==> config.mk <==
export PLATFORM = sky130hd
export DESIGN_NAME = branch_predict_table
export DESIGN_NICKNAME = d
export VERILOG_FILES = /design/src/rtl/branch_predict_table.sv
export SDC_FILE = /design/constraint.sdc
export NUM_CORES = 1
export LEC_CHECK = 0
export ABC_CLOCK_PERIOD_IN_PS = 5150
export CAP_MARGIN = 20
export CORE_MARGIN = 5
export CORE_UTILIZATION = 33
export DETAILED_ROUTE_END_ITERATION = 10
export PLACE_DENSITY_LB_ADDON = 0.1
export SLEW_MARGIN = 10
export SYNTH_ARGS = -nofsm -noshare
export SYNTH_HDL_FRONTEND = slang
export SYNTH_SLANG_ARGS = --single-unit
==> constraint.sdc <==
create_clock -name clk -period 5.15 [get_ports clk]
set_input_delay 0.515 -clock clk [delete_from_list [all_inputs] [get_ports clk]]
set_output_delay 0.515 -clock clk [all_outputs]
set_load 0.005 [all_outputs]
==> src/rtl/branch_predict_table.sv <==
// Direct-mapped branch target buffer: fetch lookup, decode-stage pipeline register, resolved-branch update.
// Latency: H/P/target combinational from pc_f; Hd/Pd/pc_d one cycle later. Optional same-cycle forwarding under BPT_BYPASS_EN.
// Backpressure: stall holds the decode register, flush_s1 squashes it; table writes proceed regardless of either.
module branch_predict_table #(
    parameter int ENTRIES = 16,
    parameter int IDX_W   = 4,
    parameter int ADDR_W  = 32
) (
    input  logic              clk,
    input  logic              rst_n,
    input  logic [ADDR_W-1:0] pc_f,
    output logic              H,
    output logic              P,
    output logic [ADDR_W-1:0] target,
    output logic              Hd,
    output logic              Pd,
    output logic [ADDR_W-1:0] pc_d,
    input  logic              Wrt,
    input  logic              Wrp,
    input  logic              c,
    input  logic [ADDR_W-1:0] upd_target,
    input  logic              stall,
    input  logic              flush_s1,
    input  logic              inv_all,
    output logic [IDX_W:0]    occ
);

    localparam int TAG_W = ADDR_W - IDX_W - 2;

    typedef struct packed {
        logic              vld;
        logic              pred;
        logic [TAG_W-1:0]  tag;
        logic [ADDR_W-1:0] tgt;
    } entry_t;

    entry_t bpt_q [ENTRIES];

    logic [IDX_W-1:0] idx_f;
    logic [IDX_W-1:0] idx_d;
    logic [TAG_W-1:0] tag_f;
    logic [TAG_W-1:0] tag_d;
    entry_t           ent_f;
    logic             hit;
    logic             pred;
    logic [ADDR_W-1:0] tgt;

    assign idx_f = pc_f[IDX_W+1:2];
    assign tag_f = pc_f[ADDR_W-1:IDX_W+2];
    assign idx_d = pc_d[IDX_W+1:2];
    assign tag_d = pc_d[ADDR_W-1:IDX_W+2];
    assign ent_f = bpt_q[idx_f];

    always_comb begin
        hit  = ent_f.vld && (ent_f.tag == tag_f);
        pred = ent_f.pred;
        tgt  = ent_f.tgt;
`ifdef BPT_BYPASS_EN
        // Forward an update aimed at exactly the PC being fetched this cycle.
        if ((idx_d == idx_f) && (tag_d == tag_f)) begin
            if (Wrt) begin
                hit = 1'b1;
                tgt = upd_target;
            end
            if (Wrp) begin
                pred = c;
            end
        end
`endif
        H      = hit;
        P      = hit & pred;
        target = tgt;
    end

    // Decode-stage register: flush beats stall.
    always_ff @(posedge clk or negedge rst_n) begin
        if (!rst_n) begin
            Hd   <= 1'b0;
            Pd   <= 1'b0;
            pc_d <= '0;
        end else if (flush_s1) begin
            Hd   <= 1'b0;
            Pd   <= 1'b0;
            pc_d <= pc_f;
        end else if (!stall) begin
            Hd   <= H;
            Pd   <= P;
            pc_d <= pc_f;
        end
    end

    // Write of the decode-stage entry is ordered after inv_all so a coincident allocate survives.
    always_ff @(posedge clk or negedge rst_n) begin
        if (!rst_n) begin
            for (int i = 0; i < ENTRIES; i++) begin
                bpt_q[i] <= '0;
            end
        end else begin
            if (inv_all) begin
                for (int i = 0; i < ENTRIES; i++) begin
                    bpt_q[i].vld <= 1'b0;
                end
            end
            if (Wrt) begin
                bpt_q[idx_d].vld <= 1'b1;
                bpt_q[idx_d].tag <= tag_d;
                bpt_q[idx_d].tgt <= upd_target;
            end
            if (Wrp) begin
                bpt_q[idx_d].pred <= c;
            end
        end
    end

    always_ff @(posedge clk or negedge rst_n) begin
        if (!rst_n) begin
            occ <= '0;
        end else if (inv_all) begin
            occ <= Wrt ? {{IDX_W{1'b0}}, 1'b1} : '0;
        end else if (Wrt && !bpt_q[idx_d].vld) begin
            occ <= occ + {{IDX_W{1'b0}}, 1'b1};
        end
    end

endmodule

[Yosys cells after proc, flatten, opt, wreduce, memory -nomap -nowiden]
Index checks and enable logic that the tools add are counted.
Storage, ports and cells
  bits in registers: 999
  latch bits: 0
  RAM bits: 0
  memory bits (read-only): 0
  input port bits: 72
  output and inout port bits: 73
  word-level logic and storage cells: 127
  memories kept: 0
Cells by class
  add/subtract/negate cells: 1
  multipliers: 0
  div/mod/pow operators: 0
  $lt $le $gt $ge: 3
  eq/ne operators: 2
  shifts and indexed selects: 0
  muxes and demuxes: 45
  bitwise gates (word level): 3
  reduce and logical (&&, ||, !) cells: 5
Operator list (count)
  bitwise mux 960 bit: 4
  two-way mux 960 bit: 2
  demux 60 bit (select 4 bit): 4
  binary-select mux 60 bit (select 4 bit): 2
  two-way mux 60 bit: 5
  two-way mux 32 bit: 3
  two-way mux 59 bit: 1
  two-way mux 58 bit: 1
  equality test 26 bit: 1
  two-way mux 1 bit: 21
  >= comparator 5 bit (second input constant): 2
  two-way mux 5 bit: 2
  inverter 4 -> 5 bit: 2
  adder 5 x 1 -> 5 bit (second input constant): 1
  less-than comparator 5 x 1 -> 1 bit (second input constant): 1
  logical AND 1 bit: 3
  != test 2 x 1 -> 1 bit (second input constant): 1
  nonzero test 2 bit: 1
  bitwise AND 1 bit: 1
  zero test 1 bit: 1

[Depth between registers and ports, before layout]
Gate-level depths: netlist (run 1).
  depth in word-level cells: 11
  gate-level depth with buffers: 13
  gate-level depth less buffers: 7

[Worst setup path after synthesis (run 1)]
Ideal clock, no wire load.
  kind: input-to-output
  start: in pc_f[3]
  end: out target[10]
  arrival time: 3.165 ns
  data required time: 4.635 ns
  slack: 1.470 ns
  stages on the path: 10
  buffers on the path: 8
  path through: buf_2 buf_6 buf_4 buf_4 buf_2 clkbuf_1 clkbuf_1 buf_1 mux4_2 mux4_2
On the way
  cells in the longest elaborated chain, start to end: 4
RTL lines
  start, declared: RTL line 11  | input logic [ADDR_W-1:0] pc_f,
  inverter 4 -> 5 bit (implied by the code): RTL line 52  | assign ent_f = bpt_q[idx_f];
  binary-select mux 60 bit (select 4 bit): RTL line 52
  two-way mux 60 bit (implied by the code) (2 in a row): RTL line 52
  end, declared: RTL line 14  | output logic [ADDR_W-1:0] target,
Every way passes these cells. The select of a mux whose other input is x is not followed.

[Final worst setup path (run 1)]
  start: in pc_f[3]
  end: out P
On the way
  cells in the longest elaborated chain, start to end: 7
RTL lines
  inverter 4 -> 5 bit (implied by the code) *: RTL line 52
  binary-select mux 60 bit (select 4 bit) *: RTL line 52
  two-way mux 60 bit (implied by the code) * (2 in a row): RTL line 52
  equality test 26 bit: RTL line 55  | hit = ent_f.vld && (ent_f.tag == tag_f);
  logical AND 1 bit: RTL line 55
  bitwise AND 1 bit *: RTL line 71  | P = hit & pred;
  end, declared: RTL line 13  | output logic P,
Every way passes the cells marked *; elsewhere a longest branch is shown, timed or not. The select of a mux whose other input is x is not followed.

==> out/results.ini, run 1 <==
[status]
status = completed

[synthesis]
synth.avg_cell_area_um2 = 16.0
ys_types = 63
synth-edff-count = 0
ys.flop_type = dfrtp_1
yosysTopAreaCellShare_pct = 55.0
netlist_area_um2 = 45500
yosysTopAreaCell = dfrtp_1
seq_area_frac_synth_pct = 55.0
synth_fp_nets = 2916
synth.most_common_cell = dfrtp_1
yosysWarnings = 0
synth_cells = 2843
ys_ff_latch = 999
postSynth.asyncResetShare_pct = 100
synthTopCellsByArea = dfrtp_1 55%, mux2_2 24%, mux4_2 13%
synth_commonest_cells = 999 x dfrtp_1, 974 x mux2_2, 256 x mux4_2

[timing]
holdWs_ns = 0.407
relSlewSlack_pct = 28.2
final-hold-violation-count = 0
clock-skew-final_ns = 0.0258
post-route-min-period_ns = 4.98
worst_pin_slew_ns = 1.08
fmax_mhz = 201
finalWorstSetupSlack_ns = 0.170
setup_violations = 0
maxSlewViolCount = 0
min_period_over_period_pct = 96.7
rsz0062_at_grt = no

[drt]
drtPass1Iterations = 4
num_vias = 25500
ant_nets = 0
wl_per_cell_um = 27.3
drt_iter0_markers = 1317
drt-vias-per-instance = 5.29
drc_errors = 0
drt-total-wl_mm = 132

[clock_tree]
cts_buffers = 116
clk_latency_ns = 0.74
ctsHtreeMaxLevel = 3
clk_pin_slew_ns = 0.06
tritoncts = built
cts.sinks = 999
cts_setup_buffers = 0
cts-root-buf = clkbuf_16
clockBufferDepth = 3

[worst_setup_path]
cp.arrival_ns = 4.46
cp_max_fo = 45
cp-start-kind = input pin
critPathRequiredTime_ns = 4.64
worstSetupPathType = input pin to primary output
crit_path_end_kind = primary output

[placement]
preCtsSetupSlack_ns = -0.231
port_buffers = 144
hpwl_mm = 75.4
placed_cells = 4610
gp_congestion = 0.808

[floorplan]
core_um2 = 137000
rows = 136
die_x_um = 381
pin_count = 145
initial_core_util_pct = 33.2
die_h_um = 381
die-area_um2 = 145000

[grt]
grt_pass1_wl_mm = 198
grt_pass1_vias = 28600
grt_use_total_pct = 18.3
grt_max_degree = 145
antenna_found_initial = 7
grt_overflow_total = 0

[final_layout]
instances_no_fill = 4829
final_util_pct = 38.6
syn_to_final_growth_pct = 16.5
nets = 3008
final.fill_count = 12600
drive_gt1_share_pct = 50.5

[power]
peakVddDrop_v = 0.000288
p_total_mw = 25.6
power_density_nw_per_um2 = 483
power_leakage_nw = 22.2

[worst_hold_path]
min_path_type = input pin to register

[job]
max_cap_viol_count = 0

worst paths after layout:
| kind | from | end | slack [ns] | cells past startpoint |
|---|---|---|---|---|
| max | pc_f[3] | P | 0.17 | 11 |
| min | pc_f[1] | pc_d[1] | 0.41 | 2 |
| max reg2reg | pc_d[3] | bpt_q[567] | 1.79 | 5 |
| min reg2reg | Hd | Hd | 0.49 | 2 |
| max in group asynchronous | rst_n | bpt_q[31] | 3.24 | 3 |
| min in group asynchronous | rst_n | pc_d[16] | 0.44 | 2 |
through the flow:
stage	TNS, ns	cell area, um^2
detailed placement	-0.231	49000
floorplan	0	45500
finish	0	53000
global placement	-0.145	49000
global route	0	53000
CTS	0	53000
cells by family (layout without fill, tap and decap cells):
kind of cell | count (synthesis) | in the layout | share of synthesized area (%)
muxes | 1295 | 1295 | 38.5
DFF | 999 | 999 | 55.0
buffers and inverters | 262 | 450 | 2.50
and+or+nand+nor | 167 | 167 | 1.94
AOI/OAI and AO/OA | 93 | 93 | 1.50
xor gates and xnor gates | 26 | 26 | 0.534
adders and majority gates | 1 | 1 | 0.0275
other | 0 | 4 | 0
placed cells by master (no fill, tap or decap), types with 10 or more instances in the layout:
master / instances
a21o_1: 13
buf_12: 20
buf_4: 56
clkbuf_1: 22
clkbuf_16: 117
clkbuf_8: 29
clkdlybuf4s50_1: 139
clkinv_2: 27
dfrtp_1: 999
inv_1: 15
mux2_2: 974
mux2i_1: 57
mux4_2: 256
nand2_1: 27
nand3_1: 10
nor2_1: 33
nor3_1: 15
o21ai_0: 22
xnor2_1: 13
xor2_1: 11
routing by layer:
metal  global-route usage (%)  wire length, um  vias up
met2                     30.6            64900      423
met4                     4.69             3330        6
met3                     3.64             5130      183
li1                         -                -    10800
met1                     24.4            58500    14100
met5                        0               29        -
power breakdown:
part           switching [mW]  internal [mW]  total [mW]
Combinational            1.94           3.54        5.48
Sequential               1.32           10.4        11.7
Clock                    3.40           4.99        8.38
state kept, by name, summed over array words and instances, names as in the netlist:
name	cells
occ	5
pc_d	32
Pd	1
bpt_q	960
Hd	1
critical path, stage by stage:
cell and delay [ns]:
buf_8 0.35, buf_4 0.27, mux4_2 0.51, mux2i_1 0.19, xnor2_1 0.08, mux2i_1 0.52, nand4_1 0.15, or4b_1 0.55
nor4b_2 0.54, buf_4 0.20, clkdlybuf4s50_1 0.49
cell type report:
cell class | instances | area, um^2 | area share (%)
multi-input cells | 1582 | 19500 | 36.7
well taps | 1794 | 2240 | 4.24
repair buffers | 219 | 2260 | 4.26
clock inverters | 46 | 518 | 0.978
diodes | 4 | 10.0 | 0.0189
clock buffers | 168 | 3410 | 6.44
flip-flops and latches | 999 | 25000 | 47.2
inverters | 17 | 66.3 | 0.125
what timing repair did:
action	CTS	global route
endpoints found under the setup margin	1	1
pin swaps	0	0
hold buffers	1	0
hold endpoints to repair	90	0
gates resized for setup	2	1
Note: power is estimated with default switching activity, not from simulation.
==> inputs of run 2 (changes only) <==
PLACE_DENSITY = 0.57   (was default)
PLACE_DENSITY_LB_ADDON = default   (was 0.1)
==> run 2 against run 1 <==
Effect of this change:
- sequential power hardly changed
- die area unchanged
- global-route usage down 1.6 points
- critical endpoint unchanged
- largest cell class unchanged
- worst hold slack gained 0.0085 ns
- flip-flop and latch count is the same
- routed wire length shrank 8.4%
- utilization down 0.24 points
- final cell count fell by 0.39%
==> out/results.ini, run 2 (synthesis results as in run 1) <==
[status]
status = completed

[final_layout]
nets = 3001
multi_input_area_um2 = 19500
seq_area_um2 = 25000
final_common_cell = dfrtp_1
largest_register = bpt_q
fin_area_um2 = 52600
drive_gt1_share_pct = 50.1
largestRegisters = bpt_q x960, pc_d x32, occ x5
final.fill_count = 12800
final_cell_mix = 999 x dfrtp_1, 974 x mux2_2, 256 x mux4_2
syn_to_final_growth_pct = 15.8
largest_register_ffs = 960

[grt]
grt_pass1_vias = 27200
grt_overflow_total = 0
antenna_found_initial = 10
grt_pass1_wl_mm = 185
grt_max_degree = 160
grt_use_total_pct = 16.7

[drt]
num_vias = 25300
drt_iter0_markers = 1494
drtPass1Iterations = 5
drt-vias-per-instance = 5.27
drc_errors = 0
drt-total-wl_mm = 121
wl_per_cell_um = 25.1
ant_nets = 0

[placement]
port_buffers = 144
preCtsSetupSlack_ns = 0.188
placed_cell_area_um2 = 49000
gp_congestion = 0.793
hpwl_mm = 69.9

[worst_setup_path]
cp_max_fo = 69
worstSetupPathType = input pin to primary output
crit_path_end_kind = primary output
critPathRequiredTime_ns = 4.64
cp.arrival_ns = 4.36
cp-start-kind = input pin

[clock_tree]
cts-root-buf = clkbuf_16
tritoncts = built
cts_setup_buffers = 0
clk_latency_ns = 0.71
cts_buffers = 110
ctsHtreeMaxLevel = 3
clockBufferDepth = 3
clk_pin_slew_ns = 0.06
cts.sinks = 999

[power]
power_density_nw_per_um2 = 474
peakVddDrop_v = 0.000298
power_leakage_nw = 22.0

[timing]
holdWs_ns = 0.415
clock-skew-final_ns = 0.0205
min_period_over_period_pct = 94.6
finalWorstSetupSlack_ns = 0.278
rsz0062_at_grt = no
final-hold-violation-count = 0
post-route-min-period_ns = 4.87
fmax_mhz = 205
relSlewSlack_pct = 25.2
setup_violations = 0
maxSlewViolCount = 0
worst_pin_slew_ns = 1.12
totalNegativeSetupSlack_ns = 0

[job]
max_cap_viol_count = 0

[floorplan]
die_x_um = 381
die-area_um2 = 145000
initial_core_util_pct = 33.2
core_um2 = 137000
rows = 136
die_h_um = 381
pin_count = 145

[worst_hold_path]
min_path_type = input pin to asynchronous set/reset pin

==> run 2: cell types whose count changed in the layout (fill, tap and decap cells not counted), moves of 2 or more <==
cell,change
buf_12,+2
clkbuf_8,-2
inv_6,+4
buf_4,-4
clkbuf_16,-4
clkinv_2,-9
bufinv_16,-5
==> run 2: final timing paths <==
kind / depth (start not counted) / endpoint / startpoint / slack (ns)
min in group clk: 2 / pc_d[1] / pc_f[1] / 0.42
max: 10 / P / pc_f[3] / 0.28
max reg2reg: 5 / bpt_q[797] / pc_d[2] / 1.82
max in group asynchronous: 3 / bpt_q[236] / rst_n / 3.27
min reg2reg: 2 / Hd / Hd / 0.48
min: 2 / pc_d[1] / rst_n / 0.42
==> run 2: final cells by class <==
type | count | share of cell area (%)
clock inverters | 33 | 0.554
well taps | 1794 | 4.26
inverters | 17 | 0.126
flip-flops and latches | 999 | 47.5
repair buffers | 218 | 4.34
multi-input cells | 1582 | 37.0
diodes | 4 | 0.0190
clock buffers | 163 | 6.24
==> run 2: critical path, stage by stage <==
cell,delay [ns]
buf_8,0.49
buf_4,0.41
mux4_2,0.53
mux2i_1,0.30
xor2_1,0.37
o211ai_1,0.21
a2111o_1,0.44
nor4b_2,0.36
buf_4,0.17
clkdlybuf4s50_1,0.49
==> run 2: stage by stage <==
stage                     total power [mW]  instances  utilization [%]
final                                 24.9       4810             38.4
after global routing                  26.3       4806             38.4
after CTS                             25.3       4806             38.4
after detailed placement              17.3       4609             35.8
after global placement                17.2       4609             35.8
after floorplan                       15.5       2843                -
==> run 2: where the power goes <==
part | switching, mW | internal (mW)
sequential | 1.30 | 10.4
combinational | 1.87 | 3.54
clock | 3.28 | 4.55
total | 6.45 | 18.5
==> run 2: per-layer routing <==
metal,vias to the layer above,share of wire [%],GRT usage (%)
met5,-,0.021,0
met4,4,1.9,3.40
met3,162,3.5,2.85
met2,389,47,27.0
met1,13900,47,23.7
li1,10800,-,-
==> run 2: what timing repair did <==
item,CTS,global route
resized for setup,0,1
hold buffers,1,0
endpoints found under the hold margin,76,0
endpoints found under the setup margin,0,1
